[config.mk]
export PLATFORM = sky130hd
export DESIGN_NAME = multiplicador_real
export DESIGN_NICKNAME = d
export VERILOG_FILES = /design/src/rtl/multiplicador_real.sv
export SDC_FILE = /design/constraint.sdc
export NUM_CORES = 1
export LEC_CHECK = 0
export ABC_AREA = 0
export ABC_CLOCK_PERIOD_IN_PS = 3200
export CORE_ASPECT_RATIO = 1.75
export CORE_UTILIZATION = 57
export CTS_BUF_LIST = sky130_fd_sc_hd__clkbuf_8
export CTS_CLUSTER_DIAMETER = 200
export DETAILED_ROUTE_END_ITERATION = 10
export HOLD_SLACK_MARGIN = 0.06
export PLACE_DENSITY = 0.83
export SLEW_MARGIN = 40
export SYNTH_ARGS = -nofsm -noshare
export SYNTH_HDL_FRONTEND = slang
export SYNTH_SLANG_ARGS = --single-unit
[constraint.sdc]
create_clock -name clk -period 3.2 [get_ports clk]
set_input_delay 0.64 -clock clk [delete_from_list [all_inputs] [get_ports clk]]
set_output_delay 0.64 -clock clk [all_outputs]
set_load 0.02 [all_outputs]
[src/rtl/multiplicador_real.sv]
// multiplicador_real: sequential 8x8 shift-and-add multiplier; define MULT_ACC_RESTO_EN to add parcela to the product
module multiplicador_real #(
  parameter int N_BITS = 8
) (
  input  logic                  clk,
  input  logic                  rst,
  input  logic                  start,
  input  logic [N_BITS-1:0]     multiplicando,
  input  logic [N_BITS-1:0]     multiplicador,
  input  logic [N_BITS-1:0]     parcela,
  output logic [2*N_BITS-1:0]   produto,
  output logic                  busy,
  output logic                  done,
  output logic                  overflow,
  output logic                  zero
);
  localparam int W  = 2 * N_BITS;
  localparam int CW = $clog2(N_BITS);
  typedef enum logic [1:0] {IDLE, CALC, FIM} state_t;
  state_t            state_q, state_d;
  logic [W-1:0]      mcand_q, mcand_d, acc_q, acc_d, produto_q, produto_d, acc_add, acc_init;
  logic [N_BITS-1:0] mplier_q, mplier_d;
  logic [CW-1:0]     cnt_q, cnt_d;
  logic              busy_q, busy_d, done_q, done_d, ovf_q, ovf_d, zero_q, zero_d, last;
`ifdef MULT_ACC_RESTO_EN
  assign acc_init = {{N_BITS{1'b0}}, parcela};
`else
  logic unused_parcela;
  assign unused_parcela = ^parcela;
  assign acc_init = '0;
`endif
  assign produto  = produto_q;
  assign busy     = busy_q;
  assign done     = done_q;
  assign overflow = ovf_q;
  assign zero     = zero_q;
  // next state: latch operands in IDLE, one shift-and-add step per CALC cycle, publish result on the last step
  always_comb begin
    acc_add   = acc_q + (mplier_q[0] ? mcand_q : '0);
    last      = state_q == CALC && cnt_q == CW'(N_BITS - 1);
    state_d   = state_q;
    mcand_d   = mcand_q;
    mplier_d  = mplier_q;
    acc_d     = acc_q;
    cnt_d     = cnt_q;
    produto_d = produto_q;
    ovf_d     = ovf_q;
    zero_d    = zero_q;
    if (state_q == IDLE && start) begin
      mcand_d  = {{N_BITS{1'b0}}, multiplicando};
      mplier_d = multiplicador;
      acc_d    = acc_init;
      cnt_d    = '0;
      state_d  = CALC;
    end else if (state_q == CALC) begin
      acc_d    = acc_add;
      mcand_d  = mcand_q << 1;
      mplier_d = mplier_q >> 1;
      cnt_d    = cnt_q + 1'b1;
      if (last) begin
        state_d   = FIM;
        produto_d = acc_add;
        ovf_d     = |acc_add[W-1:N_BITS];
        zero_d    = acc_add == '0;
      end
    end else if (state_q == FIM) begin
      state_d = IDLE;
    end
    busy_d = state_d != IDLE;
    done_d = state_q == FIM;
  end
  // state and registered outputs, cleared asynchronously by the active-low reset
  always_ff @(posedge clk or negedge rst) begin
    if (!rst) begin
      state_q   <= IDLE;
      mcand_q   <= '0;
      mplier_q  <= '0;
      acc_q     <= '0;
      cnt_q     <= '0;
      produto_q <= '0;
      busy_q    <= 1'b0;
      done_q    <= 1'b0;
      ovf_q     <= 1'b0;
      zero_q    <= 1'b0;
    end else begin
      state_q   <= state_d;
      mcand_q   <= mcand_d;
      mplier_q  <= mplier_d;
      acc_q     <= acc_d;
      cnt_q     <= cnt_d;
      produto_q <= produto_d;
      busy_q    <= busy_d;
      done_q    <= done_d;
      ovf_q     <= ovf_d;
      zero_q    <= zero_d;
    end
  end
endmodule

### Word-level counts from Yosys, hierarchy flattened

Cells that the tools add are included.

| word-level totals | value |
|---|---|
| memories kept | 0 |
| RAM bits | 0 |
| input port bits | 27 |
| ROM bits | 0 |
| word-level logic and storage cells | 37 |
| register bits | 65 |
| latch bits | 0 |
| output and inout bits | 20 |

| cells by class | value |
|---|---|
| shift operators | 0 |
| reductions and logical operators | 8 |
| bitwise logic cells | 1 |
| muxes and demuxes | 13 |
| divide/modulo/power cells | 0 |
| $lt $le $gt $ge | 0 |
| $add $sub $neg | 2 |
| eq/ne operators | 3 |
| $mul | 0 |

Operators with widths:

| cell | count |
|---|---|
| 16-bit two-way mux | 5 |
| 16-bit adder | 1 |
| 16-bit logical NOT | 1 |
| 8-bit two-way mux | 2 |
| 2-bit two-way mux | 4 |
| 8-bit OR reduction | 1 |
| 3-bit two-way mux | 2 |
| 2-bit nonzero test | 2 |
| 3-bit by 1-bit adder with 3-bit output (second input constant) | 1 |
| 3-bit equality test (second input constant) | 1 |
| 3-bit AND reduction | 1 |
| 2-bit by 1-bit equality test with 1-bit output (second input constant) | 1 |
| 2-bit equality test (second input constant) | 1 |
| 1-bit logical AND | 2 |
| 2-bit logical NOT | 1 |
| 1-bit inverter | 1 |

### Longest topological paths before layout

Gate-level depths: netlist of the first run.

| logic depth | value |
|---|---|
| word-level depth | 6 |
| gate-level depth with buffers | 11 |
| mapped depth without buffers | 10 |

### Least setup slack after synthesis of the first run

OpenSTA, ideal clock, no wires.

| timing path | value |
|---|---|
| path type | register to register |
| start | register mplier_q[0] |
| end | register zero_q, in the netlist zero |
| library setup time | 122 ps |
| slack | 334 ps |
| arrival | 2,745 ps |
| period minus slack after synthesis | 2,866 ps |
| stages on the path, launching flop included | 12 |
| buffers on the path | 1 |
| data required time | 3,078 ps |
| cells stage by stage | dfrtp_1 clkbuf_1 and2_1 ha_1 fa_1 a211oi_1 o21ai_1 a221o_1 a21oi_1 xor2_1 and4b_1 a32o_1 |

| between the ends | value |
|---|---|
| word-level cells in the longest chain between the ends | 3 |

Ends and longest elaborated chain:

| element | RTL line | text |
|---|---|---|
| from (decl) | 22 | `logic [N_BITS-1:0] mplier_q, mplier_d;` |
| from (signal assigned) | 88 | `mplier_q <= mplier_d;` |
| 16-bit two-way mux | 39 | `acc_add = acc_q + (mplier_q[0] ? mcand_q : '0);` |
| 16-bit adder | 39 |  |
| 16-bit logical NOT | 64 | `zero_d = acc_add == '0;` |
| to (signal assigned) | 95 | `zero_q <= zero_d;` |
| to (decl) | 24 | `logic busy_q, busy_d, done_q, done_d, ovf_q, ovf_d, zero_q, zero_d, last;` |

No other way between the ends.
A chain may end at the register's enable or synchronous reset.

### Final worst setup path of the first run

| timing path | value |
|---|---|
| start | register mcand_q[0] |
| end | register zero_q, in the netlist zero |

| between the ends | value |
|---|---|
| word-level cells in the longest chain between the ends | 3 |

Ends and longest elaborated chain:

| element | RTL line | text |
|---|---|---|
| from (decl) | 21 | `logic [W-1:0] mcand_q, mcand_d, acc_q, acc_d, produto_q, produto_d, acc_add, acc_init;` |
| from (signal assigned) | 87 | `mcand_q <= mcand_d;` |
| 16-bit two-way mux | 39 |  |
| 16-bit adder | 39 |  |
| 16-bit logical NOT | 64 |  |

No other way between the ends.

==> results of run 1 <==
state kept, by name, summed over array words and instances (netlist names):
| name | flops |
|---|---|
| mplier_q | 8 |
| produto | 16 |
| state_q | 2 |
| acc_q | 16 |
| zero | 1 |
| busy | 1 |
| overflow | 1 |
| mcand_q | 16 |
| cnt_q | 3 |
| done | 1 |
repair_timing:
action | 4_1_cts | 5_1_grt
setup endpoints to repair | 0 | 2
buffers inserted | 0 | 0
gates resized for setup | 0 | 2
worst paths after layout:
kind                              from     endpoint  slack (ps)  cells after the start
setup reg to reg            mcand_q[0]         zero         260                     10
hold / removal                     rst     acc_q[2]         370                      2
max in group asynchronous          rst    acc_q[15]        2440                      2
hold reg to reg            produto[15]  produto[15]         480                      2
min in group clk           produto[15]  produto[15]         480                      2
setup / recovery            mcand_q[0]         zero         260                     10
critical path, cell delays in order, from the launching register on:
cell,delay [ps]
dfrtp_1,390
and2_1,170
ha_1,210
fa_1,450
a211oi_2,290
o21ai_2,150
a221o_1,350
a21oi_1,170
xor2_1,250
and4b_1,280
a32o_1,180
area by class of cell:
type	instances	area, µm²
clock buffer	10	138
clock inverter	5	72.6
fill	425	1580
inverter	2	7.51
multi-input combinational	274	1680
sequential	65	1630
tap	76	95.1
timing repair buffer	45	432
metal layers:
layer	track usage, %	vias up
met5	0	-
met4	16.8	0
met3	5.12	19
met2	41.5	75
met1	30.5	1322
li1	-	1354
power by group through the flow:
stage / Clock [mW] / Combinational (mW) / Sequential [mW]
floorplan: 0 / 0.793 / 1.39
global placement: 0 / 1.34 / 1.28
detailed placement: 0 / 1.38 / 1.30
CTS: 0.758 / 1.38 / 1.29
global route: 0.785 / 1.54 / 1.32
finish: 0.745 / 1.38 / 1.29
cell usage after synthesis, types with 2 or more instances:
cell      instances
a21oi_2           2
nand2b_1          4
ha_1             17
a22oi_1          15
or2_2             2
and2_1           17
xor2_1            7
xnor2_1           4
nand4_1           2
dfrtp_1          65
o22ai_1          14
nor2b_1           2
a21oi_1          12
a21o_1            6
and3_2            2
o211ai_1          2
mux2_2            2
nand2_1          93
inv_1             2
clkbuf_1         17
nand3_1           3
and4b_1           2
nor2_1            6
o21ai_0          34
a211oi_1          2
logic make-up after synthesis:
family | count (synthesis) | share of synthesized area, %
buf+inv | 20 | 2.23
mux | 2 | 0.669
flops | 65 | 48.3
simple gates | 140 | 19.4
fa+ha+maj | 18 | 6.91
xor+xnor | 11 | 2.86
compound gates | 103 | 19.7
==> run_results.csv, run 1 <==
group,metric,value,unit
placement,pre_cts_ws,131,ps
floorplan,rows,36,
global_route,grt_pass1_vias,2702,
cells_and_area,final_area,4050,µm²
setup_path,crit_path_start_kind,"flip-flop",
power_and_ir_drop,combPwrFrac,40.5,%
cells_and_area,fin_util,72.0,%
setup_path,critPathArrivalTime,3230,ps
yosys,synth_top_area_share,48.3,%
cells_and_area,final_nets,442,
flow_run,max_cap_viol_count,0,
outcome,status,"finished, final reports clean",
cells_and_area,area_growth,20.3,%
yosys,post_synth.cell_area_avg,9.38,µm²
cells_and_area,layout_commonest_cell,"nand2_1",
yosys,yosys.area.top_type,"dfrtp_1",
routing,met3WireLength,262,µm
sta,maxSlewHeadroom,62.6,%
cells_and_area,final_cells,477,
routing,ant_nets,0,
placement,routabilityCongestion,0.897,
setup_path,endpoint_kind,"flip-flop",
sta,period_needed,2940,ps
floorplan,die_h,104,µm
yosys,yosysWarnings,0,
sta,slew_viol_final,0,
yosys,synth-edff-count,0,
cells_and_area,diodes,0,
yosys,ys_seq_area_share,48.3,%
yosys,syn_nets,404,
floorplan,die_w,60.1,µm
yosys,synth_flop_cell,"dfrtp_1",
cells_and_area,drive_above_1_share,9.48,%
floorplan,die-area,6230,µm²
placement,placedCellCount,462,
floorplan,start_util,59.8,%
routing,dr.max_layer_used,"met4",
clock_network,holdBufCountCts,0,
power_and_ir_drop,clkPwrFrac,21.9,%
clock_network,clock-sinks,65,
global_route,overflow,0,
routing,drt-initial-drc-count,147,
routing,wl_met2,3.63,mm
setup_path,critPathRequiredTime,3490,ps
placement,port_buffers,38,
routing,vias,2770,
worst_hold_path,hp-class,"input port to asynchronous set/reset pin",
setup_path,worst-path-max-fanout,7,
power_and_ir_drop,p_leak,1.90,nW
yosys,ys_types,50,
clock_network,clock_latency,350,ps
sta,setup-violations-final,0,
clock_network,clockBufferDepth,2,
global_route,grt_pass1_wl,12.1,mm
routing,avgRoutedWirePerCell,14.6,µm
power_and_ir_drop,p_seq_share,37.7,%
clock_network,cts-htree-levels,3,
global_route,grt_max_degree,66,
clock_network,clk_pin_slew,70,ps
yosys,synthArstFlopShare,100,%
yosys,synth_area,3370,µm²
routing,wl_met1,2.81,mm
routing,drc_errors,0,
power_and_ir_drop,p_switching,1.28,mW
sta,period_share,91.9,%
routing,drt_first_pass_iters,4,
power_and_ir_drop,peakVddDrop,0.434,mV
floorplan,core_area,5630,µm²
yosys,synth.area.top_cells,"dfrtp_1 (48%), nand2_1 (10%), ha_1 (6.3%)",
sta,setup_tns,0,ps
clock_network,cts_tree,"yes",
routing,wirelength,6.95,mm
power_and_ir_drop,p_int,2.13,mW
placement,dp_hpwl,4.91,mm
power_and_ir_drop,total_power,3.41,mW
setup_path,path_class,"flip-flop to flip-flop",
clock_network,cts_buffers,9,
routing,via_per_inst,5.81,
global_route,antenna_found_initial,0,
clock_network,clock_tree.root_cell,"clkbuf_8",
sta,holdWs,368,ps
placement,placed_cell_area,3830,µm²
power_and_ir_drop,p_sw_share,37.5,%
sta,hold_viol,0,
sta,rsz0062_at_grt,"no",
yosys,syn_inst,359,
floorplan,io_pins,47,
yosys,synth_seq_cells,65,
sta,tightest_slew,562,ps
sta,fmax,340,MHz
cells_and_area,final_cell_mix,"nand2_1 (93), dfrtp_1 (65), clkdlybuf4s50_1 (37)",
global_route,grt_use_total,26.0,%
sta,final.setup.worst_slack,259,ps
sta,finalClockSkew,7.74,ps
power_and_ir_drop,powerDensity,842,nW/µm²
Note: power is estimated with default switching activity, not from simulation.
==> run 2: changes to the inputs <==
CELL_PAD_IN_SITES_DETAIL_PLACEMENT = 1   (was not set)
CELL_PAD_IN_SITES_GLOBAL_PLACEMENT = 2   (was not set)
CORE_UTILIZATION = 29   (was 57)
GPL_ROUTABILITY_DRIVEN = 0   (was not set)
PLACE_DENSITY = not set   (was 0.83)
PLACE_DENSITY_LB_ADDON = 0.1   (was not set)
==> run_results.csv, run 2 (synthesized netlist as in run 1, its figures left out) <==
group,metric,value,unit
cells_and_area,final_nets,454,
power_and_ir_drop,total_power,3.68,mW
floorplan,rows,51,
sta,slew_viol_final,0,
routing,via_per_inst,5.07,
cells_and_area,nFillCells,1336,
sta,setup_tns,0,ps
clock_network,cts_tree,"yes",
sta,period_needed,2990,ps
global_route,grt_max_degree,44,
outcome,status,"finished, final reports clean",
floorplan,start_util,30.0,%
setup_path,cp_num_buf_inv,1,
global_route,antenna_found_initial,0,
setup_path,worst-path-max-fanout,7,
power_and_ir_drop,p_leak,1.96,nW
sta,period_share,93.4,%
global_route,overflow,0,
sta,maxSlewHeadroom,63.6,%
setup_path,crit_path_start_kind,"flip-flop",
setup_path,path_class,"flip-flop to flip-flop",
global_route,grt_pass1_vias,2990,
clock_network,clockBufferDepth,2,
routing,drt_first_pass_iters,4,
setup_path,critPathRequiredTime,3490,ps
sta,final.setup.worst_slack,211,ps
setup_path,crit-reg2reg-launch,"mplier_q[0]",
cells_and_area,area_growth,25.9,%
routing,drt-initial-drc-count,108,
sta,setup-violations-final,0,
floorplan,die-area,12100,µm²
placement,port_buffers,38,
placement,dp_hpwl,7.11,mm
clock_network,clock_latency,350,ps
routing,vias,2769,
worst_hold_path,hp-class,"input port to asynchronous set/reset pin",
routing,ant_nets,0,
cells_and_area,drive_above_1_share,12.3,%
power_and_ir_drop,peakVddDrop,0.472,mV
setup_path,crit_chain,"buf_4 -> and2_1 -> ha_1 -> a21o_1 -> a21oi_2 -> a21oi_2 -> or4_1 -> o221ai_1 -> xor2_1 -> a32o_1",
setup_path,endpoint_kind,"flip-flop",
global_route,grt_pass1_wl,15.8,mm
setup_path,critPathArrivalTime,3280,ps
setup_path,crit_top_cell,"a21oi_2",
floorplan,core_area,11200,µm²
sta,tightest_slew,544,ps
clock_network,postCtsSetupBuffers,0,
setup_path,r2r_cells,10,
setup_path,crit_slowest_cell,"or4_1",
global_route,grt_use_total,17.3,%
setup_path,critPathTopFamily,"compound AO/OA/AOI/OAI gates",
floorplan,io_pins,47,
routing,avgRoutedWirePerCell,17.5,µm
routing,drc_errors,0,
sta,finalClockSkew,9.82,ps
clock_network,clk_pin_slew,80,ps
clock_network,cts-htree-levels,3,
flow_run,max_cap_viol_count,0,
clock_network,cts-resized-gates,0,
clock_network,clock_tree.root_cell,"clkbuf_8",
sta,hold_viol,0,
clock_network,clock-sinks,65,
floorplan,die_h,145,µm
cells_and_area,final_cell_mix,"nand2_1 (93), dfrtp_1 (65), clkdlybuf4s50_1 (37)",
setup_path,rrSetupSlack,210,ps
floorplan,die_w,83.5,µm
sta,holdWs,227,ps
cells_and_area,layout_commonest_cell,"nand2_1",
cells_and_area,diodes,0,
setup_path,r2r_end,"zero",
routing,wirelength,9.54,mm
sta,rsz0062_at_grt,"no",
placement,pre_cts_ws,193,ps
power_and_ir_drop,powerDensity,868,nW/µm²
clock_network,cts_buffers,9,
clock_network,holdBufCountCts,0,
sta,fmax,335,MHz
setup_path,cpPeakStageDelay,500,ps
-- run 2: changes by cell type in the layout (fill, tap and decap cells not counted), sizes merged --
cell      previous run  this run
buf                  8        20
clkinvlp             0         1
inv                  4         3
bufinv               2         3
-- run 2: layout make-up --
type	count	area (µm²)	area share, %
multi-input cells	274	1680	39.5
flip-flops and latches	65	1630	38.4
clock inverters	6	106	2.51
well taps	132	165	3.90
inverters	2	7.51	0.177
repair buffers	57	520	12.3
clock buffers	10	138	3.25
-- run 2: stage by stage --
step	cell area (µm²)	util [%]	cells
after global placement	3990	35.5	530
after global routing	4240	37.7	546
after floorplan	3370	-	359
after CTS	4230	37.7	546
final	4240	37.7	546
after detailed placement	3990	35.5	530
-- run 2: layer usage --
layer	global-route usage (%)	part of all wire [%]
met5	0	0
met4	6.16	1.2
met3	3.25	1.5
met2	33.5	58
met1	18.5	40
-- run 2: power by group --
part           leakage [nW]  internal, mW  switching [mW]
Combinational         0.985         0.634           0.883
Clock                 0.124         0.535           0.329
Sequential            0.853          1.11           0.186
-- run 2: worst max-delay path by stage --
stage	from	end	slack (ps)	cells after the start
final	mplier_q[0]	zero	210	10
after global routing	mcand_q[0]	zero	30	10
after CTS	mcand_q[0]	zero	170	10
after detailed placement	mcand_q[0]	zero	190	10
after global placement	mcand_q[0]	zero	220	10
after floorplan	mplier_q[0]	zero	330	11
==> run 3: changes to the inputs <==
SLEW_MARGIN = not set   (was 40)
==> run_results.csv, run 3 (synthesized netlist as in run 1, its figures left out) <==
group,metric,value,unit
global_route,busiest_layer,"met2",
setup_path,worst-path-max-fanout,7,
global_route,grt_max_degree,44,
routing,drt-initial-drc-count,108,
setup_path,crit-reg2reg-launch,"mplier_q[0]",
floorplan,die_w,83.5,µm
routing,avgRoutedWirePerCell,17.5,µm
outcome,status,"finished, final reports clean",
clock_network,cts_buffers,9,
floorplan,start_util,30.0,%
cells_and_area,area_growth,25.8,%
cells_and_area,final_cell_mix,"nand2_1 (93), dfrtp_1 (65), clkdlybuf4s50_1 (37)",
setup_path,critPathArrivalTime,3280,ps
clock_network,clockBufferDepth,2,
setup_path,rrSetupSlack,210,ps
sta,tightest_slew,727,ps
global_route,use_met1,18.5,%
routing,ant_nets,0,
floorplan,io_pins,47,
routing,drt_first_pass_iters,4,
power_and_ir_drop,powerDensity,869,nW/µm²
clock_network,postCtsSetupBuffers,0,
clock_network,holdBufCountCts,0,
setup_path,cpPeakStageDelay,500,ps
global_route,use_met3,3.25,%
flow_run,max_cap_viol_count,0,
clock_network,cts-resized-gates,0,
setup_path,r2r_cells,10,
sta,setup_tns,0,ps
cells_and_area,diodes,0,
floorplan,die-area,12100,µm²
routing,wirelength,9.55,mm
sta,fmax,335,MHz
cells_and_area,final_nets,454,
clock_network,clock_tree.root_cell,"clkbuf_8",
sta,period_needed,2990,ps
global_route,grt_pass1_wl,15.8,mm
routing,via_per_inst,5.06,
placement,port_buffers,38,
sta,finalClockSkew,9.82,ps
clock_network,cts-htree-levels,3,
sta,period_share,93.4,%
floorplan,rows,51,
global_route,grt_use_met2,33.5,%
setup_path,crit_path_start_kind,"flip-flop",
floorplan,die_h,145,µm
global_route,overflow,0,
clock_network,clock_latency,350,ps
cells_and_area,drive_above_1_share,12.3,%
setup_path,r2r_end,"zero",
clock_network,cts_tree,"yes",
setup_path,critPathRequiredTime,3490,ps
setup_path,crit_slowest_cell,"or4_1",
worst_hold_path,hp-class,"input port to asynchronous set/reset pin",
clock_network,clk_pin_slew,80,ps
power_and_ir_drop,peakVddDrop,0.472,mV
sta,maxSlewHeadroom,51.5,%
global_route,grt_use_total,17.3,%
cells_and_area,final_cells,546,
sta,setup-violations-final,0,
power_and_ir_drop,p_leak,1.96,nW
sta,rsz0062_at_grt,"no",
routing,vias,2765,
global_route,antenna_found_initial,0,
sta,slew_viol_final,0,
cells_and_area,nFillCells,1336,
placement,placedCellCount,530,
clock_network,clock-sinks,65,
placement,dp_hpwl,7.11,mm
setup_path,endpoint_kind,"flip-flop",
setup_path,crit_top_cell,"a21oi_2",
global_route,grt_pass1_vias,2990,
setup_path,crit_chain,"buf_4 -> and2_1 -> ha_1 -> a21o_1 -> a21oi_2 -> a21oi_2 -> or4_1 -> o221ai_1 -> xor2_1 -> a32o_1",
floorplan,core_area,11200,µm²
setup_path,path_class,"flip-flop to flip-flop",
sta,hold_viol,0,
routing,drc_errors,0,
cells_and_area,layout_commonest_cell,"nand2_1",
==> run 3: final cells by class <==
type | instances | area [µm²] | area share [%]
well taps | 132 | 165 | 3.90
multi-input cells | 274 | 1680 | 39.5
inverters | 2 | 7.51 | 0.177
repair buffers | 57 | 518 | 12.2
flip-flops and latches | 65 | 1630 | 38.4
clock buffers | 10 | 138 | 3.25
clock inverters | 6 | 106 | 2.51
==> run 3: worst max path at each step <==
stage | startpoint | to
detailed placement | mcand_q[0] | zero
global placement | mcand_q[0] | zero
floorplan | mplier_q[0] | zero
CTS | mcand_q[0] | zero
finish | mplier_q[0] | zero
global route | mcand_q[0] | zero
==> run 3: metal layers <==
layer | vias to the layer above | wire length [µm]
met5 | - | 0
met4 | 0 | 117
met3 | 6 | 145
met2 | 32 | 5490
met1 | 1358 | 3800
li1 | 1369 | -
==> run 3: where the power goes <==
| group | internal (mW) | switching (mW) | total [mW] |
|---|---|---|---|
| combinational | 0.633 | 0.883 | 1.52 |
| sequential | 1.11 | 0.186 | 1.30 |
| clock | 0.535 | 0.329 | 0.864 |
==> run 3: per-stage QoR <==
stage | hold WS, ps | total power [mW] | util [%] | setup slack (ps) | cell area (µm²)
floorplan | 344 | 2.18 | - | 334 | 3370
global placement | 461 | 2.83 | 35.5 | 219 | 3990
detailed placement | 468 | 2.87 | 35.5 | 193 | 3990
CTS | 356 | 3.76 | 37.7 | 166 | 4230
global route | 395 | 3.97 | 37.7 | 30.7 | 4240
finish | 353 | 3.68 | 37.7 | 211 | 4240
==> run 3: worst max-delay path: cells and delay by family, from the launching register on <==
kind	cells	cell delay, ps
flops	1	390
compound gates	5	920
xor+xnor	1	480
fa+ha+maj	1	350
buf+inv	1	160
simple gates	2	630
